File: config.mk
export PLATFORM = sky130hd
export DESIGN_NAME = fix_to_float
export DESIGN_NICKNAME = d
export VERILOG_FILES = /design/src/rtl/fix_to_float_pkg.sv /design/src/rtl/fix_to_float_rounder.sv /design/src/rtl/fix_to_float.sv
export SDC_FILE = /design/constraint.sdc
export NUM_CORES = 1
export LEC_CHECK = 0
export BUFFER_PORTS_ARGS = -buffer_cell sky130_fd_sc_hd__buf_2
export CAP_MARGIN = 10
export CORE_MARGIN = 1.5
export CORE_UTILIZATION = 50
export CTS_CLUSTER_SIZE = 16
export DETAILED_ROUTE_END_ITERATION = 12
export MAX_ROUTING_LAYER = met4
export PLACE_DENSITY_LB_ADDON = 0.08
export SLEW_MARGIN = 30
export SYNTH_ARGS = -nofsm -noshare
export SYNTH_HDL_FRONTEND = slang
export SYNTH_SLANG_ARGS = --single-unit
export TNS_END_PERCENT = 20
File: constraint.sdc
create_clock -name clk_i -period 5.2 [get_ports clk_i]
set_input_delay 0.78 -clock clk_i [delete_from_list [all_inputs] [get_ports clk_i]]
set_output_delay 0.78 -clock clk_i [all_outputs]
set_load 0.005 [all_outputs]
File: src/rtl/fix_to_float_pkg.sv
// fix_to_float_pkg: shared types and float-format constants for the
// fixed-point to float converter.
//   state_e   : converter FSM states
//   MANT_W    : mantissa field width
//   EXP_W     : exponent field width
//   BIAS      : exponent bias
//   EXP_MAX   : largest finite biased exponent
//   INF_EXP   : biased exponent encoding infinity
//   rne_round : round-to-nearest-even on a mantissa, returns {carry, mant}
package fix_to_float_pkg;

  localparam int EXP_MSB_POS_DEF = 14;
  localparam int EXP_LSB_POS_DEF = 10;
  localparam int FIXED_W_DEF     = 80;

  localparam int MANT_W  = EXP_LSB_POS_DEF;
  localparam int EXP_W   = EXP_MSB_POS_DEF - EXP_LSB_POS_DEF + 1;
  localparam int BIAS    = (1 << (EXP_MSB_POS_DEF - EXP_LSB_POS_DEF)) - 1;
  localparam int INF_EXP = (1 << EXP_W) - 1;
  localparam int EXP_MAX = INF_EXP - 1;

  typedef enum logic [1:0] {
    IDLE  = 2'd0,
    NORM  = 2'd1,
    ROUND = 2'd2,
    OUT   = 2'd3
  } state_e;

  function automatic logic [MANT_W:0] rne_round(input logic [MANT_W-1:0] mant,
                                                input logic              guard,
                                                input logic              sticky);
    logic up;
    up = guard & (sticky | mant[0]);
    return {1'b0, mant} + (MANT_W+1)'(up);
  endfunction

endpackage

File: src/rtl/fix_to_float_rounder.sv
// fix_to_float_rounder: combinational pack/round/overflow stage used in the
// ROUND state.
//   sign_i     : operand sign
//   mag_i      : magnitude; normalised (MSB set) unless zero or denormal
//   sh_i       : number of left shifts applied during normalisation
//   result_o   : packed {sign, exp, mantissa}
//   overflow_o : result saturated to +/-inf
//   inexact_o  : guard or sticky nonzero (or overflow)
module fix_to_float_rounder
  import fix_to_float_pkg::*;
#(
  parameter int FIXED_W = FIXED_W_DEF,
  parameter int SH_W    = 7,
  parameter int FLOAT_W = EXP_MSB_POS_DEF + 2
) (
  input  logic               sign_i,
  input  logic [FIXED_W-1:0] mag_i,
  input  logic [SH_W-1:0]    sh_i,
  output logic [FLOAT_W-1:0] result_o,
  output logic               overflow_o,
  output logic               inexact_o
);

  // Wide enough for the largest unbiased position plus the rounding carry.
  localparam int EXP_CALC_W = $clog2(FIXED_W) + 2;
  // Fixed-point LSB sits at 2^-(BIAS+MANT_W-1).
  localparam int FRAC_BITS  = BIAS + MANT_W - 1;

  logic [EXP_CALC_W-1:0] exp_calc;
  logic [MANT_W-1:0]     mant;
  logic                  guard;
  logic                  sticky;
  logic [MANT_W:0]       rounded;

  always_comb begin
    result_o   = '0;
    overflow_o = 1'b0;
    inexact_o  = 1'b0;
    mant       = mag_i[FIXED_W-2 -: MANT_W];
    guard      = mag_i[FIXED_W-2-MANT_W];
    sticky     = |mag_i[FIXED_W-3-MANT_W:0];
    rounded    = rne_round(mant, guard, sticky);
    // Leading one sits at FIXED_W-1-sh; its unbiased exponent is that minus
    // FRAC_BITS, then rebias.
    exp_calc   = EXP_CALC_W'(FIXED_W - 1 - FRAC_BITS + BIAS) - EXP_CALC_W'(sh_i);
    if (rounded[MANT_W]) begin
      exp_calc = exp_calc + EXP_CALC_W'(1);
    end

    if (mag_i == '0) begin
      result_o = '0;
    end else if (mag_i[FIXED_W-1:MANT_W] == '0) begin
      // Denormal: magnitude fits the mantissa field directly, no rounding.
      result_o = {sign_i, {EXP_W{1'b0}}, mag_i[MANT_W-1:0]};
    end else if (exp_calc > EXP_CALC_W'(EXP_MAX)) begin
      result_o   = {sign_i, EXP_W'(INF_EXP), {MANT_W{1'b0}}};
      overflow_o = 1'b1;
      inexact_o  = 1'b1;
    end else begin
      result_o  = {sign_i, exp_calc[EXP_W-1:0], rounded[MANT_W-1:0]};
      inexact_o = guard | sticky;
    end
  end

endmodule

File: src/rtl/fix_to_float.sv
// fix_to_float: sequential signed fixed-point to binary float converter with
// iterative normalisation and round-to-nearest-even.
//   clk_i, rst_i          : clock, async active-high reset
//   in_valid_i/in_ready_o : operand handshake (ready only in IDLE)
//   fixed_point_value_i   : signed two's-complement operand
//   out_valid_o/out_ready_i : result handshake
//   float_point_operand_o : {sign, exp, mantissa}
//   overflow_flag_o       : result saturated to +/-inf
//   inexact_flag_o        : rounding discarded nonzero bits
// Build option: FIX_TO_FLOAT_FAST_NORM_EN enables 8-bit normalisation steps.
module fix_to_float
  import fix_to_float_pkg::*;
#(
  parameter int EXP_MSB_POS    = EXP_MSB_POS_DEF,
  parameter int EXP_LSB_POS    = EXP_LSB_POS_DEF,
  parameter int FLOAT_OP_WIDTH = EXP_MSB_POS + 2,
  parameter int FIXED_OP_WIDTH = FIXED_W_DEF
) (
  input  logic                      clk_i,
  input  logic                      rst_i,
  input  logic                      in_valid_i,
  output logic                      in_ready_o,
  input  logic [FIXED_OP_WIDTH-1:0] fixed_point_value_i,
  output logic                      out_valid_o,
  input  logic                      out_ready_i,
  output logic [FLOAT_OP_WIDTH-1:0] float_point_operand_o,
  output logic                      overflow_flag_o,
  output logic                      inexact_flag_o
);

  localparam int W    = FIXED_OP_WIDTH;
  localparam int SH_W = $clog2(W);

  state_e                    state_q, state_d;
  logic                      sign_q, sign_d;
  logic [W-1:0]              mag_q, mag_d;
  logic [SH_W-1:0]           sh_q, sh_d;
  logic [FLOAT_OP_WIDTH-1:0] result_q, result_d;
  logic                      ovf_q, ovf_d;
  logic                      inex_q, inex_d;

  logic [W-1:0]              in_mag;
  logic [FLOAT_OP_WIDTH-1:0] rnd_result;
  logic                      rnd_ovf;
  logic                      rnd_inex;

  // Unsigned negate maps -2^(W-1) onto 2^(W-1) exactly.
  assign in_mag = fixed_point_value_i[W-1] ? (~fixed_point_value_i + W'(1))
                                           : fixed_point_value_i;

  fix_to_float_rounder #(
    .FIXED_W (W),
    .SH_W    (SH_W),
    .FLOAT_W (FLOAT_OP_WIDTH)
  ) u_rounder (
    .sign_i     (sign_q),
    .mag_i      (mag_q),
    .sh_i       (sh_q),
    .result_o   (rnd_result),
    .overflow_o (rnd_ovf),
    .inexact_o  (rnd_inex)
  );

  always_comb begin
    state_d  = state_q;
    sign_d   = sign_q;
    mag_d    = mag_q;
    sh_d     = sh_q;
    result_d = result_q;
    ovf_d    = ovf_q;
    inex_d   = inex_q;
    case (state_q)
      IDLE: begin
        if (in_valid_i) begin
          sign_d  = fixed_point_value_i[W-1];
          mag_d   = in_mag;
          sh_d    = '0;
          // Zero and denormals bypass normalisation.
          state_d = (in_mag[W-1:EXP_LSB_POS] == '0) ? ROUND : NORM;
        end
      end
      NORM: begin
        if (mag_q[W-1]) begin
          state_d = ROUND;
`ifdef FIX_TO_FLOAT_FAST_NORM_EN
        end else if (mag_q[W-1 -: 8] == 8'd0 &&
                     (W - 1 - int'(sh_q)) >= EXP_LSB_POS + 8) begin
          mag_d = mag_q << 8;
          sh_d  = sh_q + SH_W'(8);
`endif
        end else begin
          mag_d = mag_q << 1;
          sh_d  = sh_q + SH_W'(1);
        end
      end
      ROUND: begin
        result_d = rnd_result;
        ovf_d    = rnd_ovf;
        inex_d   = rnd_inex;
        state_d  = OUT;
      end
      OUT: begin
        if (out_ready_i) begin
          state_d = IDLE;
        end
      end
      default: state_d = IDLE;
    endcase
  end

  always_ff @(posedge clk_i or posedge rst_i) begin
    if (rst_i) begin
      state_q  <= IDLE;
      sign_q   <= 1'b0;
      mag_q    <= '0;
      sh_q     <= '0;
      result_q <= '0;
      ovf_q    <= 1'b0;
      inex_q   <= 1'b0;
    end else begin
      state_q  <= state_d;
      sign_q   <= sign_d;
      mag_q    <= mag_d;
      sh_q     <= sh_d;
      result_q <= result_d;
      ovf_q    <= ovf_d;
      inex_q   <= inex_d;
    end
  end

  assign in_ready_o            = (state_q == IDLE);
  assign out_valid_o           = (state_q == OUT);
  assign float_point_operand_o = result_q;
  assign overflow_flag_o       = ovf_q;
  assign inexact_flag_o        = inex_q;

endmodule

Word-level counts from Yosys, hierarchy flattened --
Cells that the tools add are included.
Cells by class: add/sub/neg operators 5, $lt $le $gt $ge 1, eq/ne operators 7, multiplexer cells 22, bitwise logic cells 4, reductions and logical operators 10
Operator list (count):
- 80-bit 2-to-1 mux | 3
- 80-bit case mux with 2 select lines | 1
- 70-bit logical NOT | 2
- 80-bit by 1-bit adder with 80-bit output, second input constant | 1
- 80-bit logical NOT | 1
- 80-bit inverter | 1
- 68-bit OR reduction | 1
- 15-bit 2-to-1 mux | 2
- 16-bit 2-to-1 mux | 1
- 7-bit 2-to-1 mux | 2
- 7-bit case mux with 2 select lines | 1
- 10-bit by 1-bit adder with 11-bit output | 1
- 9-bit by 1-bit adder with 9-bit output, second input constant | 1
- 9-bit by 5-bit greater-than comparator with 1-bit output, second input constant | 1
- 9-bit 2-to-1 mux | 1
- 2-bit 2-to-1 mux | 4
- 2-bit case mux with 4 select lines | 1
- 7-bit by 7-bit subtractor with 8-bit output, first input constant | 1
- 7-bit by 1-bit adder with 7-bit output, second input constant | 1
- 1-bit 2-to-1 mux | 6
- 2-bit != test, second input constant | 3
- 3-bit AND reduction | 2
- 2-bit == test, second input constant | 2
- 2-bit AND reduction | 2
- 6 further kinds | 7
Storage, ports and cells: bits in registers 108, input bits 84, word-level logic and storage cells 57

Longest topological paths before layout --
Gate-level depths: netlist of the first run.
depth after elaboration 9, depth in mapped cells 12

Hierarchy --
Synthesis of the first run repeated with hierarchy kept, for this count alone.
Second synthesis, totals: cell total of the unflattened synthesis 1092, area total of the unflattened synthesis 8663.3 um2
By module, submodules not included:
- fix_to_float | instances 1, cells each 958, area each 7732.4 um2, sequential area each 2702.6 um2
- fix_to_float_rounder | instances 1, cells each 134, area each 930.9 um2, sequential area each 0.0 um2

Worst setup path before layout of the first run --
OpenSTA, ideal clock, no wires.
path type input to register, start point in fixed_point_value_i[17], end point reg state_q[0], arrival time 3.348 ns, data required time 5.074 ns, setup slack 1.726 ns, stages 11, cell sequence clkbuf_1 > nor4_2 > nand4_2 > or2_1 > buf_2 > or4_4 > nor4b_2 > nor3_1 > nor4_1 > nand4_1 > nor3b_2
On the way: longest elaborated chain between the ends 7
RTL lines:
- from (decl) | line fix_to_float.sv:23 | input logic [FIXED_OP_WIDTH-1:0] fixed_point_value_i,
- 80-bit inverter | line fix_to_float.sv:48 | assign in_mag = fixed_point_value_i[W-1] ? (~fixed_point_value_i + W'(1))
- 80-bit by 1-bit adder with 80-bit output | line fix_to_float.sv:48
- 80-bit 2-to-1 mux (*) | line fix_to_float.sv:48
- 70-bit logical NOT (*) | line fix_to_float.sv:79 | state_d = (in_mag[W-1:EXP_LSB_POS] == '0) ? ROUND : NORM;
- 2-bit 2-to-1 mux (*) | line fix_to_float.sv:79
- 2-bit 2-to-1 mux (*) | line fix_to_float.sv:74 | if (in_valid_i) begin
- 2-bit case mux with 4 select lines (*) | line fix_to_float.sv:72 | case (state_q)
- to (signal assigned) | line fix_to_float.sv:121 | state_q <= state_d;
- to (decl) | line fix_to_float.sv:34 | state_e state_q, state_d;
Every way passes the cells marked *; elsewhere a longest branch is shown, timed or not. The select of a mux whose other input is x is not followed. A chain may end at the register's enable or synchronous reset.

Final worst setup path of the first run --
start point in fixed_point_value_i[3], end point reg state_q[0]
On the way: longest elaborated chain between the ends 7
RTL lines (line):
- 80-bit inverter | fix_to_float.sv:48
- 80-bit by 1-bit adder with 80-bit output | fix_to_float.sv:48
- 80-bit 2-to-1 mux | fix_to_float.sv:48
- 70-bit logical NOT | fix_to_float.sv:79
- 2-bit 2-to-1 mux | fix_to_float.sv:79
- 2-bit 2-to-1 mux | fix_to_float.sv:74
- 2-bit case mux with 4 select lines | fix_to_float.sv:72
Every way passes these cells. The select of a mux whose other input is x is not followed.

==> reports/qor_table.md, run 1 <==
| Quantity | Value | Unit |
|:---|:---|:---|
| Maximum number of pins on one net before global-route repair | 80 | - |
| Synth Warn # | 0 | - |
| Portion of the clock cycle consumed by the worst path in the final layout | 76.7 | % |
| Relative contribution of sequential cells to total power | 37.3 | % |
| Violation count after the first detailed-route iteration | 878 | - |
| Type of the setup path with the least slack | in2reg | - |
| Number of buffers inserted by port buffering | 103 | - |
| Antenna violations before repair | 0 | - |
| Proportion of layout cells with a drive suffix above 1 | 14.7 | % |
| Clk_lat worst skew | 350 | ps |
| FILL cells | 1695 | - |
| Final setup skew | 9.90 | ps |
| Final core utilization | 55.9 | % |
| Area overhead of the layout relative to synthesis | 9.29 | % |
| Detailed Route WL | 27.4 | mm |
| Final worst slack | 1210 | ps |
| Area leader, netlist | dfrtp_1 | - |
| Biggest area contributors in the synthesized netlist | dfrtp_1 31%, xor2_1 7.0%, o21ai_0 6.1%, nand2_1 6.1%, nor2_1 5.0% | - |
| Longest individual stage delay on the worst path | 710 | ps |
| Most frequent cells after synthesis | 143 x nand2_1, 117 x nor2_1, 108 x dfrtp_1, 108 x o21ai_0, 71 x xor2_1 | - |
| CP max FO | 11 | - |
| Cell-internal power | 0.00218 | W |
| GRT Resource Usage Total | 31.3 | % |
| Global-route wire length before repair | 44.2 | mm |
| Buffer count from post-CTS setup fixing | 0 | - |
| TritonCTS Buffers | 9 | - |
| Total vias in the final route | 8832 | - |
| Arrival time worst endpoint | 4230 | ps |
| Number of synthesized register bits | 108 | - |
| Final total negative setup slack | 0 | ps |
| # nets final | 1273 | - |
| Post-synthesis sequential area ratio | 30.6 | % |
| Number of rows created at floorplan | 48 | - |
| Switching share of total power | 46.7 | % |
| Top flip-flop cell by instance count after synthesis | dfrtp_1 | - |
| Library cell used as clock root buffer | clkbuf_16 | - |
| Cell with the most instances after synthesis | nand2_1 | - |
| Worst min path class | reg2reg | - |
| Number of design rule violations left after detail routing | 0 | - |
| Post-Synthesis Net Count | 1230 | - |
| Placer Congestion | 1.03 | - |
| Cell area after technology mapping | 0.00884 | mm² |
| Worst slew margin relative to its limit | 41.0 | % |
| Outcome | completed | - |
| Vias per cell | 6.25 | - |
| Highest clock frequency the design can meet | 251 | MHz |
| Post-route minimum period | 3990 | ps |
| Final Instance Area | 0.00967 | mm² |
| Clk network pwr share | 16.2 | % |
| Synthesized instance count | 1138 | - |
| Die X-Extent | 136 | µm |
| Final count of pins violating max slew | 0 | - |
| DP Area | 0.00939 | mm² |
| CTS tree | yes | - |
| CP dominant cell by count | nand4_1 | - |
| Fraction of power consumed by combinational cells | 46.5 | % |
| Placed wire-length estimate after detailed placement | 21.1 | mm |
| CTS-repair resized insts | 0 | - |
| Worst-Margin Slew | 876 | ps |
| Die Height | 136 | µm |
| Count of flip-flops with a built-in enable after synthesis | 0 | - |
| Data required, critical path | 5440 | ps |
| GRT overflow | 0 | - |
| Max stage delay cell, worst path | nor4_1 | - |
| Avg Synthesized Cell Area | 7.77 | µm² |
| Total setup violations reported at the end of the flow | 0 | - |
| Number of iterations in the first detailed-routing pass | 5 | - |
| Via count of the first global-routing pass | 7886 | - |
| Cell breakdown of the critical path | buf_2, nor4_1, nand4_1, or2_1, o41ai_1, xor2_1, nand4_1, nor4_1, nand4_1, nor3b_2 | - |
| Area inside the core boundary | 0.0173 | mm² |
| Ys async rst share | 100 | % |
| Number of clock sinks | 108 | - |
| Clock slew at the register clock pins of the worst setup and hold paths | 80 | ps |
| CTS Hold Buffers Added | 0 | - |
| Routed wire per std cell | 19.4 | µm |
| Ratio of total power to cell area | 423 | mW/mm² |
| Maximum root-to-sink buffer count | 2 | - |
| Depth of the CTS H-tree | 3 | - |
| Worst IR drop on VDD | 374 | µV |
| Worst Setup End Kind | flop | - |
| Die footprint | 0.0185 | mm² |
| Reported leakage power | 3.92 | nW |
| Unrepaired setup endpoints after global routing | no | - |
| Top Ports | 104 | - |
| Initial Util | 51.1 | % |
| Final-report hold violation count | 0 | - |
| Maximum Capacitance Violations | 0 | - |
| Distinct cell type count after synthesis | 77 | - |
| Net switching power | 0.00191 | W |
| Dpl ws | 914 | ps |
| Antenna Violating Nets Remaining | 0 | - |
| Share of the synthesized area in the top cell type | 30.6 | % |
| CP startpoint kind | input port | - |
[placed cells by master, fill, tap and decap left out, types with 10 or more instances in the layout]
cell / instances
a21oi_1: 26
a22oi_1: 10
a31oi_1: 67
and3_1: 11
buf_2: 103
buf_4: 15
dfrtp_1: 108
inv_1: 21
nand2_1: 143
nand3_1: 29
nand4_1: 26
nor2_1: 117
nor2b_1: 15
nor3_1: 26
nor4_1: 39
o21ai_0: 108
o31ai_1: 23
o41ai_1: 10
or3_1: 10
or4_1: 16
xnor2_1: 23
xor2_1: 71
[per-stage QoR]
stage | hold WS (ps) | instances | power, W
after floorplan | 450 | 1138 | 0.00286
after CTS | 516 | 1411 | 0.00409
after global placement | 489 | 1395 | 0.00340
final | 515 | 1412 | 0.00409
after detailed placement | 499 | 1395 | 0.00344
after global routing | 541 | 1411 | 0.00444
[final timing paths]
path                                   startpoint                        end  slack [ps]  cells after the start
max reg2reg                             mag_q[19]   float_point_operand_o[3]        1950                      7
max in group asynchronous                   rst_i                  mag_q[11]        3700                      3
max                        fixed_point_value_i[3]                 state_q[0]        1210                     10
min in group asynchronous                   rst_i  float_point_operand_o[12]         520                      2
min reg2reg                             mag_q[21]                  mag_q[21]         510                      2
min                                     mag_q[21]                  mag_q[21]         510                      2
[state kept, by name, summed over array words and instances (netlist names)]
name and count:
float_point_operand_o 16, inexact_flag_o 1, mag_q 80, overflow_flag_o 1, sh_q 7, sign_q 1, state_q 2
[cell families after synthesis]
family	Yosys count	synth area share (%)
xor gates and xnor gates	94	9.31
buffers and inverters	110	5.45
AOI/OAI and AO/OA	307	22.2
DFF	108	30.6
muxes	12	1.43
adders and majority gates	8	1.13
and+or+nand+nor	499	29.9
[worst max-delay path, delay by kind of cell]
kind	cells	cell delay (ps)
compound gates	1	490
xor+xnor	1	320
simple gates	7	2510
buf+inv	1	130
[final cells by class]
| type | count | area [µm²] | area share, % |
|---|---|---|---|
| Antenna cell | 1 | 2.50 | 0.0259 |
| Clock buffer | 9 | 225 | 2.33 |
| Clock inverter | 7 | 51.3 | 0.531 |
| Inverter | 24 | 95.1 | 0.984 |
| Multi-Input combinational cell | 920 | 5680 | 58.8 |
| Sequential cell | 108 | 2700 | 28.0 |
| Tap cell | 225 | 282 | 2.91 |
| Timing Repair Buffer | 118 | 628 | 6.50 |
[power by group through the flow]
| stage | logic (W) | registers, W | clock network [W] |
|---|---|---|---|
| 2_1_floorplan | 0.00146 | 0.00140 | 0 |
| 3_3_place_gp | 0.00187 | 0.00153 | 0 |
| 3_5_place_dp | 0.00190 | 0.00154 | 0 |
| 4_1_cts | 0.00190 | 0.00152 | 0.000673 |
| 5_1_grt | 0.00216 | 0.00157 | 0.000705 |
| 6_report | 0.00190 | 0.00153 | 0.000661 |
[metal layers]
layer | global-route usage [%] | routed length, µm | vias up
met4 | 8.27 | 619 | 0
met1 | 45.5 | 13000 | 4155
met2 | 45.8 | 11900 | 361
met5 | - | 0 | -
met3 | 3.99 | 1870 | 39
li1 | - | - | 4277
Power figures use the tool's default switching activity.
==> run 2, diff against run 1 <==
--- a/config.mk
+++ b/config.mk
@@ -5,6 +5,7 @@
 export SDC_FILE = /design/constraint.sdc
 export NUM_CORES = 1
 export LEC_CHECK = 0
+export ABC_AREA = 1
 export BUFFER_PORTS_ARGS = -buffer_cell sky130_fd_sc_hd__buf_2
 export CAP_MARGIN = 10
 export CORE_MARGIN = 1.5
==> constraint.sdc (replaced) <==
create_clock -name clk_i -period 3.41 [get_ports clk_i]
set_input_delay 0.5115 -clock clk_i [delete_from_list [all_inputs] [get_ports clk_i]]
set_output_delay 0.5115 -clock clk_i [all_outputs]
set_load 0.005 [all_outputs]
==> run 2 against run 1 <==
Global-route usage rose by 1.7 points. Clock power up 83%. Via count rose by 11%. Area after synthesis increased by 2.9%. Utilization is 1.1 points higher. Design area rose by 5.6%. Non-clock buffer count fell by 4. Hold slack lost 240 ps. First-iteration DRC count shrank 16%. Sequential share of layout area is 1.5 points lower. Cell count rose by 26%. Die area up 2.8%. Critical path type unchanged.
==> reports/qor_table.md, run 2 <==
| Quantity | Value | Unit |
|:---|:---|:---|
| Clk_lat worst skew | 350 | ps |
| Global-route wire length before repair | 46.6 | mm |
| Highest clock frequency the design can meet | 382 | MHz |
| Outcome | completed | - |
| Synth Warn # | 0 | - |
| Flip-flop count of the largest register after layout | 80 | - |
| Avg Synthesized Cell Area | 6.16 | µm² |
| FILL cells | 1880 | - |
| CP max FO | 6 | - |
| Area leader, netlist | dfrtp_1 | - |
| Worst slew margin relative to its limit | 49.3 | % |
| Synthesized instance count | 1477 | - |
| Area share of and/or/nand/nor cells after synthesis | 44.6 | % |
| Reported leakage power | 5.18 | nW |
| CP startpoint kind | input port | - |
| Vias per cell | 5.47 | - |
| Maximum root-to-sink buffer count | 2 | - |
| Detailed Route WL | 29.4 | mm |
| Placed wire-length estimate after detailed placement | 23.4 | mm |
| Number of iterations in the first detailed-routing pass | 5 | - |
| CTS tree | yes | - |
| XOR/XNOR Fraction of Synth Area | 2.01 | % |
| Synth Area in Adders | 1.10 | % |
| Final Instance Area | 0.0102 | mm² |
| Count of flip-flops with a built-in enable after synthesis | 0 | - |
| Die Height | 138 | µm |
| Most frequent cells in the layout | 465 x nand2_1, 214 x nor2_1, 146 x inv_1 | - |
| Worst IR drop on VDD | 598 | µV |
| Number of buffers inserted by port buffering | 103 | - |
| Share of the synthesized area in the top cell type | 29.7 | % |
| Total vias in the final route | 9774 | - |
| Total setup violations reported at the end of the flow | 0 | - |
| DP Area | 0.00986 | mm² |
| Cell area after technology mapping | 0.00910 | mm² |
| Ys async rst share | 100 | % |
| Top Ports | 104 | - |
| Initial Util | 50.8 | % |
| CTS Hold Buffers Added | 0 | - |
| Arrival time worst endpoint | 2870 | ps |
| Number of design rule violations left after detail routing | 0 | - |
| Number of clock sinks | 108 | - |
| Die footprint | 0.0190 | mm² |
| Ratio of total power to cell area | 658 | mW/mm² |
| Area inside the core boundary | 0.0179 | mm² |
| Worst min path class | in2async | - |
| CTS-repair resized insts | 0 | - |
| Library cell used as clock root buffer | clkbuf_16 | - |
| Placer Congestion | 0.950 | - |
| Compound-cell area share of the yosys netlist | 14.2 | % |
| Portion of the clock cycle consumed by the worst path in the final layout | 76.8 | % |
| Maximum Capacitance Violations | 0 | - |
| Proportion of layout cells with a drive suffix above 1 | 13.2 | % |
| Distinct cell type count after synthesis | 43 | - |
| # nets final | 1644 | - |
| Depth of the CTS H-tree | 3 | - |
| GRT Resource Usage Total | 33.0 | % |
| Data required, critical path | 3660 | ps |
| Post-Synthesis Net Count | 1569 | - |
| Final setup skew | 11.0 | ps |
| Most frequent cells after synthesis | 466 x nand2_1, 215 x nor2_1, 147 x inv_1, 110 x nand3_1, 108 x dfrtp_1 | - |
| Unrepaired setup endpoints after global routing | no | - |
| Area overhead of the layout relative to synthesis | 12.2 | % |
| Final total negative setup slack | 0 | ps |
| Post-synthesis sequential area ratio | 29.7 | % |
| Cell with the most instances after synthesis | nand2_1 | - |
| Dominant combinational cell family by area after synthesis | simple AND/OR/NAND/NOR gates | - |
| TritonCTS Buffers | 9 | - |
| Worst-Margin Slew | 761 | ps |
| Buffer count from post-CTS setup fixing | 0 | - |
| Number of rows created at floorplan | 49 | - |
| Number of synthesized register bits | 108 | - |
| Most common library cell in the layout ignoring fill and taps | nand2_1 | - |
| Violation count after the first detailed-route iteration | 740 | - |
| Antenna Cells | 0 | - |
| Die X-Extent | 138 | µm |
| Post-route minimum period | 2620 | ps |
| Most flop-heavy register | mag_q | - |
| Antenna violations before repair | 0 | - |
| Biggest area contributors in the synthesized netlist | dfrtp_1 30%, nand2_1 19%, nor2_1 8.9%, inv_1 6.1%, nand3_1 6.1% | - |
| Maximum number of pins on one net before global-route repair | 109 | - |
| Final count of pins violating max slew | 0 | - |
| Routed wire per std cell | 16.5 | µm |
| Multiplexer share of the synthesized area | 0 | % |
| Worst Setup End Kind | flop | - |
| Top flip-flop cell by instance count after synthesis | dfrtp_1 | - |
| Final-report hold violation count | 0 | - |
| Via count of the first global-routing pass | 8794 | - |
| GRT overflow | 0 | - |
| Antenna Violating Nets Remaining | 0 | - |
| Type of the setup path with the least slack | in2reg | - |
| Clock slew at the register clock pins of the worst setup and hold paths | 80 | ps |
-- run 2: area by class of cell --
type	instances	area, µm²	area share [%]
flip-flops and latches	108	2700	26.5
clock inverters	7	120	1.18
inverters	152	573	5.61
repair buffers	114	654	6.41
well taps	229	287	2.81
clock buffers	9	225	2.21
multi-input cells	1167	5650	55.3
-- run 2: power breakdown --
part | switching (W) | internal (W) | leakage (nW)
sequential | 0.000492 | 0.00186 | 1.29
clock | 0.000492 | 0.000722 | 0.166
combinational | 0.00203 | 0.00112 | 3.72
-- run 2: cells by family after synthesis --
logic type                 Yosys count
AOI/OAI and AO/OA                  221
xor gates and xnor gates            20
adders and majority gates            8
buffers and inverters              202
DFF                                108
and+or+nand+nor                    918
-- run 2: worst paths after layout --
kind / start / to / slack [ps] / cells past startpoint
max: fixed_point_value_i[0] / state_q[0] / 790 / 18
min: rst_i / mag_q[7] / 280 / 2
max reg2reg: mag_q[68] / float_point_operand_o[8] / 850 / 15
min reg2reg: float_point_operand_o[7] / float_point_operand_o[7] / 470 / 2
max in group asynchronous: rst_i / mag_q[73] / 2390 / 3
min in group clk_i: float_point_operand_o[7] / float_point_operand_o[7] / 470 / 2
-- run 2: layer usage --
metal	share of wire (%)	global-route usage [%]	vias to the layer above	routed length (µm)
met5	0	-	-	0
met4	1.7	7.64	0	512
met3	7.4	4.35	30	2180
met2	45	50.1	370	13100
met1	46	46.8	4462	13600
li1	-	-	4912	-
-- run 2: stage by stage --
step	setup WS, ps	std cells	power (W)	util (%)	hold WS (ps)
global route	587	1786	0.00726	57.0	351
finish	792	1786	0.00672	57.0	277
detailed placement	439	1770	0.00548	55.1	461
CTS	815	1786	0.00671	57.0	295
floorplan	52.9	1477	0.00449	-	454
global placement	450	1770	0.00542	55.1	457
-- run 2: worst max-delay path, cell delays in order --
cell,delay [ps]
buf_2,110
inv_1,120
ha_1,390
nand2_4,140
nor2_8,180
nand3_2,140
nand3b_1,100
nand2_1,120
inv_1,80
nand2_1,50
nor2_1,160
nand2_1,70
nor2_1,110
nand3_1,90
nor2_1,240
nand3_2,140
nand2_1,80
nand2_1,40
